## src/rtl/step_count_uart_tx.sv

```systemverilog
`default_nettype none
// ============================================================================
// Module   : step_count_uart_tx
// Purpose  : Reads the 16-bit step total and sends it as 8N1 UART bytes, high
//            byte first. Define STEP_TX_CHECKSUM_EN to append an XOR byte.
// Revision : 1.0
// ============================================================================
module step_count_uart_tx #(
    parameter int CLKS_PER_BIT = 868
) (
    input  logic        clk,
    input  logic        reset,
    input  logic        report_req,
    output logic        rd_req,
    input  logic        rd_ack,
    input  logic [15:0] rd_data,
    output logic        tx,
    output logic        busy,
    output logic        done
);

    localparam logic [15:0] c_BAUD_LAST = 16'(CLKS_PER_BIT - 1);
`ifdef STEP_TX_CHECKSUM_EN
    localparam logic [1:0]  c_LAST_BYTE = 2'd2;
`else
    localparam logic [1:0]  c_LAST_BYTE = 2'd1;
`endif

    typedef enum logic [2:0] {
        IDLE  = 3'd0,
        READ  = 3'd1,
        START = 3'd2,
        DATA  = 3'd3,
        STOP  = 3'd4
    } state_t;

    state_t      r_state, w_state_nxt;
    logic        r_tx, w_tx_nxt;
    logic        r_busy, w_busy_nxt;
    logic        r_rd_req, w_rd_req_nxt;
    logic        r_done, w_done_nxt;
    logic [15:0] r_baud, w_baud_nxt;
    logic [2:0]  r_bit, w_bit_nxt;
    logic [7:0]  r_shift, w_shift_nxt;
    logic [7:0]  r_lo, w_lo_nxt;
    logic [1:0]  r_byte, w_byte_nxt;
`ifdef STEP_TX_CHECKSUM_EN
    logic [7:0]  r_chk, w_chk_nxt;
`endif
    logic        w_baud_last;

    assign w_baud_last = (r_baud == c_BAUD_LAST);

    always_comb begin
        w_state_nxt  = r_state;
        w_tx_nxt     = r_tx;
        w_busy_nxt   = r_busy;
        w_rd_req_nxt = r_rd_req;
        w_done_nxt   = 1'b0;
        w_baud_nxt   = r_baud;
        w_bit_nxt    = r_bit;
        w_shift_nxt  = r_shift;
        w_lo_nxt     = r_lo;
        w_byte_nxt   = r_byte;
`ifdef STEP_TX_CHECKSUM_EN
        w_chk_nxt    = r_chk;
`endif
        case (r_state)
            IDLE: begin
                w_tx_nxt   = 1'b1;
                w_busy_nxt = 1'b0;
                if (report_req) begin
                    w_state_nxt  = READ;
                    w_busy_nxt   = 1'b1;
                    w_rd_req_nxt = 1'b1;
                end
            end
            READ: begin
                // The whole word is captured here so later register-file
                // updates cannot tear the frame in flight.
                if (rd_ack) begin
                    w_rd_req_nxt = 1'b0;
                    w_shift_nxt  = rd_data[15:8];
                    w_lo_nxt     = rd_data[7:0];
`ifdef STEP_TX_CHECKSUM_EN
                    w_chk_nxt    = rd_data[15:8] ^ rd_data[7:0];
`endif
                    w_byte_nxt   = 2'd0;
                    w_baud_nxt   = 16'd0;
                    w_tx_nxt     = 1'b0;
                    w_state_nxt  = START;
                end
            end
            START: begin
                if (w_baud_last) begin
                    w_baud_nxt  = 16'd0;
                    w_bit_nxt   = 3'd0;
                    w_tx_nxt    = r_shift[0];
                    w_state_nxt = DATA;
                end else begin
                    w_baud_nxt  = r_baud + 16'd1;
                end
            end
            DATA: begin
                if (w_baud_last) begin
                    w_baud_nxt = 16'd0;
                    if (r_bit == 3'd7) begin
                        w_tx_nxt    = 1'b1;
                        w_state_nxt = STOP;
                    end else begin
                        w_bit_nxt   = r_bit + 3'd1;
                        w_shift_nxt = r_shift >> 1;
                        w_tx_nxt    = r_shift[1];
                    end
                end else begin
                    w_baud_nxt = r_baud + 16'd1;
                end
            end
            STOP: begin
                if (w_baud_last) begin
                    w_baud_nxt = 16'd0;
                    if (r_byte == c_LAST_BYTE) begin
                        w_done_nxt  = 1'b1;
                        w_busy_nxt  = 1'b0;
                        w_state_nxt = IDLE;
                    end else begin
                        w_byte_nxt  = r_byte + 2'd1;
                        w_tx_nxt    = 1'b0;
                        w_state_nxt = START;
`ifdef STEP_TX_CHECKSUM_EN
                        w_shift_nxt = (r_byte == 2'd0) ? r_lo : r_chk;
`else
                        w_shift_nxt = r_lo;
`endif
                    end
                end else begin
                    w_baud_nxt = r_baud + 16'd1;
                end
            end
            default: begin
                w_state_nxt = IDLE;
            end
        endcase
    end

    always_ff @(posedge clk) begin
        if (!reset) begin
            r_state  <= IDLE;
            r_tx     <= 1'b1;
            r_busy   <= 1'b0;
            r_rd_req <= 1'b0;
            r_done   <= 1'b0;
            r_baud   <= 16'd0;
            r_bit    <= 3'd0;
            r_shift  <= 8'd0;
            r_lo     <= 8'd0;
            r_byte   <= 2'd0;
`ifdef STEP_TX_CHECKSUM_EN
            r_chk    <= 8'd0;
`endif
        end else begin
            r_state  <= w_state_nxt;
            r_tx     <= w_tx_nxt;
            r_busy   <= w_busy_nxt;
            r_rd_req <= w_rd_req_nxt;
            r_done   <= w_done_nxt;
            r_baud   <= w_baud_nxt;
            r_bit    <= w_bit_nxt;
            r_shift  <= w_shift_nxt;
            r_lo     <= w_lo_nxt;
            r_byte   <= w_byte_nxt;
`ifdef STEP_TX_CHECKSUM_EN
            r_chk    <= w_chk_nxt;
`endif
        end
    end

    assign tx     = r_tx;
    assign busy   = r_busy;
    assign rd_req = r_rd_req;
    assign done   = r_done;

endmodule
`default_nettype wire

```

## config.mk

```make
export PLATFORM = sky130hd
export DESIGN_NAME = step_count_uart_tx
export DESIGN_NICKNAME = d
export VERILOG_FILES = /design/src/rtl/step_count_uart_tx.sv
export SDC_FILE = /design/constraint.sdc
export NUM_CORES = 1
export LEC_CHECK = 0
export CORE_ASPECT_RATIO = 0.7
export CORE_MARGIN = 3
export CORE_UTILIZATION = 51
export DETAILED_ROUTE_END_ITERATION = 8
export PLACE_DENSITY = 0.72
export SKIP_LAST_GASP = 1
export SLEW_MARGIN = 20
export SYNTH_ARGS = -nofsm -noshare
export SYNTH_HDL_FRONTEND = slang
export SYNTH_SLANG_ARGS = --single-unit
```

## constraint.sdc

```tcl
create_clock -name clk -period 2.3 [get_ports clk]
set_input_delay 0.345 -clock clk [delete_from_list [all_inputs] [get_ports clk]]
set_output_delay 0.345 -clock clk [all_outputs]
set_load 0.02 [all_outputs]
```

==> results of run 1 <==
==> critical path, cell delays in order, from the launching register on <==
cell	delay, ps
sky130_fd_sc_hd__dfxtp_1	560
sky130_fd_sc_hd__nor2b_1	210
sky130_fd_sc_hd__nor3b_1	280
sky130_fd_sc_hd__o31a_1	530
sky130_fd_sc_hd__mux2_4	350
==> cells by family (layout without fill, tap and decap cells) <==
logic type	after synthesis	in the layout	share of synthesized area
buffers and inverters	32	62	0.0556
AND/OR/NAND/NOR	124	124	0.267
flip-flops	44	44	0.335
AO/OA/AOI/OAI	104	104	0.262
adder cells (fa/ha/maj)	4	4	0.0190
XOR/XNOR	2	2	0.00666
multiplexers	11	11	0.0552
==> how the worst min path moves through the flow <==
stage	cells past startpoint	end
floorplan	2	r_lo[7]
global placement	2	r_lo[7]
detailed placement	2	r_lo[7]
CTS	2	r_lo[7]
global route	2	r_lo[7]
finish	2	r_lo[7]
==> cell usage in the layout (no fill, tap or decap), drive strengths merged, types with 3 or more instances in the layout <==
cell type	netlist	final
and2	9	9
inv	7	7
or3	3	3
nor3b	5	5
a31oi	16	16
clkdlybuf4s50	0	23
o221ai	8	8
and4	4	4
mux2i	4	4
nand2	39	39
nand4	6	6
clkbuf	15	6
nor2b	3	3
a21oi	22	22
a221oi	7	7
o22ai	8	8
mux2	7	7
dfxtp	44	44
o21ai	20	20
nor3	3	3
o211ai	5	5
nand2b	4	4
ha	4	4
a211oi	3	3
nor2	13	13
buf	9	24
or4	5	5
nor4	7	7
nand3	12	12
==> sequential cells by signal, indices dropped and copies added, names as in the netlist <==
signal,cells
tx,1
r_state,3
r_lo,8
r_bit,3
busy,1
rd_req,1
r_shift,8
r_byte,2
r_baud,16
done,1
==> report_power, final <==
group	internal (mW)	total (mW)	switching [mW]
Clock	0.207	0.467	0.260
Combinational	0.450	1.03	0.582
Sequential	0.853	0.975	0.122
Total	1.51	2.47	0.963
==> layer usage <==
layer  track usage  vias to the layer above  routed length, microns
li1              -                     1291                       -
met4        0.0500                        0                      41
met5             0                        -                       0
met2         0.310                      126                    2630
met1         0.377                     1202                    3540
met3        0.0785                        4                     763
==> layout make-up <==
type	instances	area share
Inverter	8	0.00972
Clock buffer	6	0.0235
Clock inverter	1	0.00162
Timing Repair Buffer	47	0.133
Tap cell	69	0.0279
Sequential cell	44	0.285
Multi-Input combinational cell	245	0.519
==> through the flow <==
stage	setup slack, ps	std cells
after floorplan	437	321
after global placement	218	413
after detailed placement	172	413
after CTS	281	420
after global routing	73.2	420
final	259	420
==> impl_summary.log, run 1 <==
INFO  metric grt_antenna_before_repair = 0
INFO  metric grt_usage = 0.241
INFO  metric synth.distinct_cells = 58
INFO  metric cts_inserted_buffers = 5
INFO  metric slew_headroom = 0.599
INFO  metric post-synth-top-area-fraction = 0.335
INFO  metric synthesis_stage_register_bit_count = 44
INFO  metric worst_setup_path_startpoint = r_state[0]
INFO  metric number_of_global_route_vias_before_repair = 2238
INFO  metric wire_length_of_the_first_global_routing_pass = ~12000 microns
INFO  metric floorplan.initialDensity = 0.538
INFO  metric outcome = complete, no violations
INFO  metric synth_edf_count = 0
INFO  metric cts_repair_resize_count = 0
INFO  metric clock.fmax = around 490 MHz
INFO  metric dpl_cell_area = roughly 3000 sq um
INFO  metric report.final.setup_viol = 0
INFO  metric timing.hold.worst.start = r_lo[7]
INFO  metric finish.instance_area = between 3000 and 4000 sq um
INFO  metric yosysMostFrequentCell = sky130_fd_sc_hd__dfxtp_1
INFO  metric diodes = 0
INFO  metric ctsLongestPathBuffers = 2
INFO  metric port_buffers = 23
INFO  metric synth_warn = 0
INFO  metric total_vias_in_the_final_route = 2623
INFO  metric peakVddDrop = 0.551 mV
INFO  metric drt-wirelength-per-cell = about 17 microns
INFO  metric synth_fp_nets = around 350
INFO  metric rows = 21
INFO  metric regToRegStartpoint = r_state[0]
INFO  metric worst_skew_pair.late_latency = approximately 300 ps
INFO  metric tritoncts = built
INFO  metric h-tree-depth = 2
INFO  metric die_h = ~66 microns
INFO  metric period_needed = around 2000 ps
INFO  metric synth_common_cells = 44 x sky130_fd_sc_hd__dfxtp_1, 39 x sky130_fd_sc_hd__nand2_1, 21 x sky130_fd_sc_hd__a21oi_1, 20 x sky130_fd_sc_hd__o21ai_0, 16 x sky130_fd_sc_hd__a31oi_1
INFO  metric drv_slew = 0
INFO  metric vias_per_cell = about 6.2
INFO  metric ios = 24
INFO  metric static-leakage-power = 1.08 nW
INFO  metric commonest_register_cell_after_synthesis = sky130_fd_sc_hd__dfxtp_1
INFO  metric powerDensity = ~800 nW/um^2
INFO  metric hold_path_class = flop to flop
INFO  metric setup.worst_path.end = r_shift[4]
INFO  metric synth.cell_area = around 2600 sq um
INFO  metric clock_tree.root_cell = sky130_fd_sc_hd__clkbuf_8
INFO  metric crit_path_end_kind = flop
INFO  metric timing.critical_path.arrival = around 2200 ps
INFO  metric timing_hold_violations_final = 0
INFO  metric clock-sinks = 44
INFO  metric die-width = between 90 and 100 microns
INFO  metric area_of_combinational_cells_with_multiple_inputs = between 1500 and 2000 sq um
INFO  metric worst_hold_slack = 474 ps
INFO  metric cells_after_synthesis = 321
INFO  metric fillerInstances = between 400 and 500
INFO  metric required = 2490 ps
INFO  metric ws_path_type = flop to flop
INFO  metric postCtsSetupRepairBufs = 0
INFO  metric cells_on_worst_reg2reg_path = 4
INFO  metric r2r-end = r_shift[4]
INFO  metric dp.final_hpwl = between 5000 and 6000 microns
INFO  metric grt_overflow_total = 0
INFO  metric detailedRoute.firstPassIterationCount = 5
INFO  metric detail_route.wirelength = 6970 microns
INFO  metric unrepaired_setup_endpoints_after_global_routing = false
INFO  metric worst_skew = between 6 and 7 ps
INFO  metric initialDrtViolationCount = roughly 230
INFO  metric finalSetupTns = 0 ps
INFO  metric die-area = around 6100 sq um
INFO  metric drtAntennaViolNets = 0
INFO  metric ys_top_cells_by_area = sky130_fd_sc_hd__dfxtp_1 33%, sky130_fd_sc_hd__nand2_1 5.6%, sky130_fd_sc_hd__a21oi_1 4.0%, sky130_fd_sc_hd__mux2_4 4.0%, sky130_fd_sc_hd__a31oi_1 3.8%
INFO  metric synth_seq_area_share = 0.335
INFO  metric post_cts_hold_buffer_count = 0
INFO  metric finalPower = about 2.5 mW
INFO  metric crit_path_max_fanout = 13
INFO  metric placeableCoreArea = between 4000 and 5000 sq um
INFO  metric min_period_over_period = 0.887
INFO  metric syn-mean-instance-area = around 8.2 sq um
INFO  metric timing.max_cap.violations = 0
INFO  metric number_of_nets_in_the_layout = 375
INFO  metric clk_pin_slew_worst_paths = 80 ps
INFO  metric grt_max_degree = 23
INFO  metric flop_to_flop_setup_slack = around 260 ps
INFO  metric route.detailed.drc = 0
INFO  metric synth_top_area_cell = sky130_fd_sc_hd__dfxtp_1
INFO  metric final_layout_size_suffix_gt1_frac = 0.128
INFO  metric area.sequential = a little under 900 sq um
INFO  metric max_slew.worst_pin.slew = ~600 ps
INFO  metric place.gp.congestion = between 0.9 and 1
INFO  metric final_core_utilization = 0.632
INFO  metric timing.critical_path.from_type = flop
INFO  metric syn2layout_area_growth = 17.4%
INFO  metric synth_async_sr_flop_share = 0
No activity file was read; power rests on OpenSTA's default activity.
==> inputs of run 2 (changes only) <==
- CELL_PAD_IN_SITES_DETAIL_PLACEMENT: default -> 1
- CELL_PAD_IN_SITES_GLOBAL_PLACEMENT: default -> 2
- CORE_UTILIZATION: 51 -> 34
- GPL_TIMING_DRIVEN: default -> 0
- PLACE_DENSITY: 0.72 -> default
- PLACE_DENSITY_LB_ADDON: default -> 0.1
- SETUP_SLACK_MARGIN: default -> 0.15
==> run 2 against run 1 <==
Net effect: combinational power up 9.7%; register-to-register slack better by 20 ps; power is 9.4% higher; worst setup slack gained 23 ps; critical path type unchanged.
==> impl_summary.log, run 2 (same netlist as run 1, synthesis figures left out) <==
INFO  metric dp.final_hpwl = 6400 microns (+24%)
INFO  metric vias_per_cell = 5.94 (-4.9%)
INFO  metric wire_length_of_the_first_global_routing_pass = 14200 microns (+23%)
INFO  metric flop_to_flop_setup_slack = 280 ps (+20 ps)
INFO  metric final_layout_size_suffix_gt1_frac = 0.114 (-0.0146)
INFO  metric detail_route.wirelength = 8860 microns (+27%)
INFO  metric die-area = 8850 sq um (+46%)
INFO  metric place.gp.congestion = 0.870 (-6.9%)
INFO  metric clock-sinks = 44 (unchanged)
INFO  metric total_vias_in_the_final_route = 2673 (+1.9%)
INFO  metric slew_headroom = 0.596 (-0.00323)
INFO  metric worst_skew = 8.26 ps (+1.37 ps)
INFO  metric static-leakage-power = 1.04 nW (-3.9%)
INFO  metric tritoncts = built
INFO  metric crit_path_max_fanout = 10 (-3)
INFO  metric die_h = 79.6 microns (+20%)
INFO  metric final_common_cell = sky130_fd_sc_hd__dfxtp_1
INFO  metric reg_top3 = r_baud x16, r_lo x8, r_shift x8
INFO  metric cts_inserted_buffers = 5 (unchanged)
INFO  metric period_needed = 2020 ps (-23.4 ps)
INFO  metric min_period_over_period = 0.877 (-0.0102)
INFO  metric timing.max_cap.violations = 0 (unchanged)
INFO  metric ws_path_type = flop to flop
INFO  metric drv_slew = 0 (unchanged)
INFO  metric syn2layout_area_growth = 20.2%
INFO  metric clock.fmax = 496 MHz (+1.2%)
INFO  metric grt_max_degree = 15 (-35%)
INFO  metric crit_path_end_kind = flop
INFO  metric outcome = complete, no violations
INFO  metric timing_hold_violations_final = 0 (unchanged)
INFO  metric clock_tree.root_cell = sky130_fd_sc_hd__clkbuf_8
INFO  metric number_of_global_route_vias_before_repair = 2485 (+11%)
INFO  metric rows = 26 (+24%)
INFO  metric die-width = 111 microns (+21%)
INFO  metric diodes = 0 (unchanged)
INFO  metric unrepaired_setup_endpoints_after_global_routing = false
INFO  metric ios = 24 (unchanged)
INFO  metric initialDrtViolationCount = 192 (-15%)
INFO  metric drtAntennaViolNets = 0 (unchanged)
INFO  metric drt-wirelength-per-cell = 19.7 microns (+19%)
INFO  metric fillerInstances = 894 (+100%)
INFO  metric finalPower = 2.70 mW (+9.4%)
INFO  metric report.final.setup_viol = 0 (unchanged)
INFO  metric ctsLongestPathBuffers = 2 (unchanged)
INFO  metric timing.critical_path.from_type = flop
INFO  metric detailedRoute.firstPassIterationCount = 4 (-1)
INFO  metric h-tree-depth = 2 (unchanged)
INFO  metric hold_path_class = flop to flop
INFO  metric worst_hold_slack = 474 ps (-0.0460 ps)
INFO  metric area_of_combinational_cells_with_multiple_inputs = 1660 sq um (+3.4%)
INFO  metric layout.cells.most_common_list = 42 x sky130_fd_sc_hd__dfxtp_1, 39 x sky130_fd_sc_hd__nand2_1, 23 x sky130_fd_sc_hd__clkdlybuf4s50_1
INFO  metric floorplan.initialDensity = 0.355 (-0.184)
INFO  metric placeableCoreArea = 7420 sq um (+52%)
INFO  metric max_slew.worst_pin.slew = 601 ps (+0.128 ps)
INFO  metric port_buffers = 23 (unchanged)
INFO  metric peakVddDrop = 0.366 mV (-34%)
INFO  metric required = 2480 ps (about the same)
INFO  metric largest-register = r_baud
INFO  metric area.sequential = 883 sq um (+0.28%)
INFO  metric worst_skew_pair.late_latency = 310 ps (about the same)
INFO  metric grt_overflow_total = 0 (unchanged)
INFO  metric largest_reg_flops = 16 (unchanged)
INFO  metric powerDensity = 855 nW/um^2 (+6.8%)
INFO  metric grt_usage = 0.204 (-0.0375)
INFO  metric grt_antenna_before_repair = 0 (unchanged)
INFO  metric clk_pin_slew_worst_paths = 100 ps (+20 ps)
INFO  metric timing.critical_path.arrival = 2200 ps (-30 ps)
INFO  metric route.detailed.drc = 0 (unchanged)
INFO  metric number_of_nets_in_the_layout = 375 (unchanged)
## run 2: cell count changes in the layout (fill, tap and decap cells not counted), sizes merged
| cell | delta |
|---|---|
| buf | -15 |
| clkinvlp | +2 |
| clkinv | -1 |
| bufinv | +1 |
| clkbuf | +14 |
## run 2: per-stage QoR
step	TNS (ps)	util	instance area, sq um	setup WS, ps	instances
5_1_grt	0	0.426	3160	153	450
2_1_floorplan	0	-	2630	437	321
6_report	0	0.426	3160	282	450
3_5_place_dp	-6.63	0.402	2980	-6.63	442
4_1_cts	0	0.422	3130	164	450
3_3_place_gp	-379	0.402	2980	-63.9	442
## run 2: worst paths after layout
path                                  from        end  cells past startpoint
worst max register to register  r_state[2]  r_baud[7]                      5
worst max-delay path            r_state[2]  r_baud[7]                      5
worst min register to register     r_lo[5]    r_lo[5]                      2
worst min-delay path               r_lo[5]    r_lo[5]                      2
## run 2: report_power, final
group          total (mW)  internal [mW]  switching (mW)
Clock               0.635          0.322           0.313
Combinational        1.13          0.430           0.699
Sequential          0.941          0.855          0.0859
Total                2.70           1.61            1.10
## run 2: layer usage
metal	global-route usage	part of all wire	routed length, microns	up-vias
met5	0	0	0	-
met4	0.0450	0.010	89	0
met3	0.0455	0.072	642	10
met2	0.258	0.38	3350	72
met1	0.333	0.54	4780	1301
li1	-	-	-	1290
## run 2: worst max-delay path: stages (launching register included)
cell,delay [ps]
sky130_fd_sc_hd__dfxtp_1,410
sky130_fd_sc_hd__buf_2,240
sky130_fd_sc_hd__nor3b_1,530
sky130_fd_sc_hd__a21oi_1,220
sky130_fd_sc_hd__nand2_1,340
sky130_fd_sc_hd__a31oi_1,140
## run 2: what timing repair did
item | CTS | global route
hold buffers | 0 | 0
setup endpoints to repair | 16 | 16
buffers inserted | 0 | 0
resized for setup | 8 | 8
## run 2: area by class of cell
| type | count | area share |
|---|---|---|
| timing repair buffer | 23 | 0.0728 |
| clock buffer | 5 | 0.0218 |
| multi-input combinational | 245 | 0.525 |
| tap | 98 | 0.0388 |
| buffer | 24 | 0.0384 |
| inverter | 8 | 0.0107 |
| sequential | 44 | 0.279 |
| clock inverter | 3 | 0.0135 |
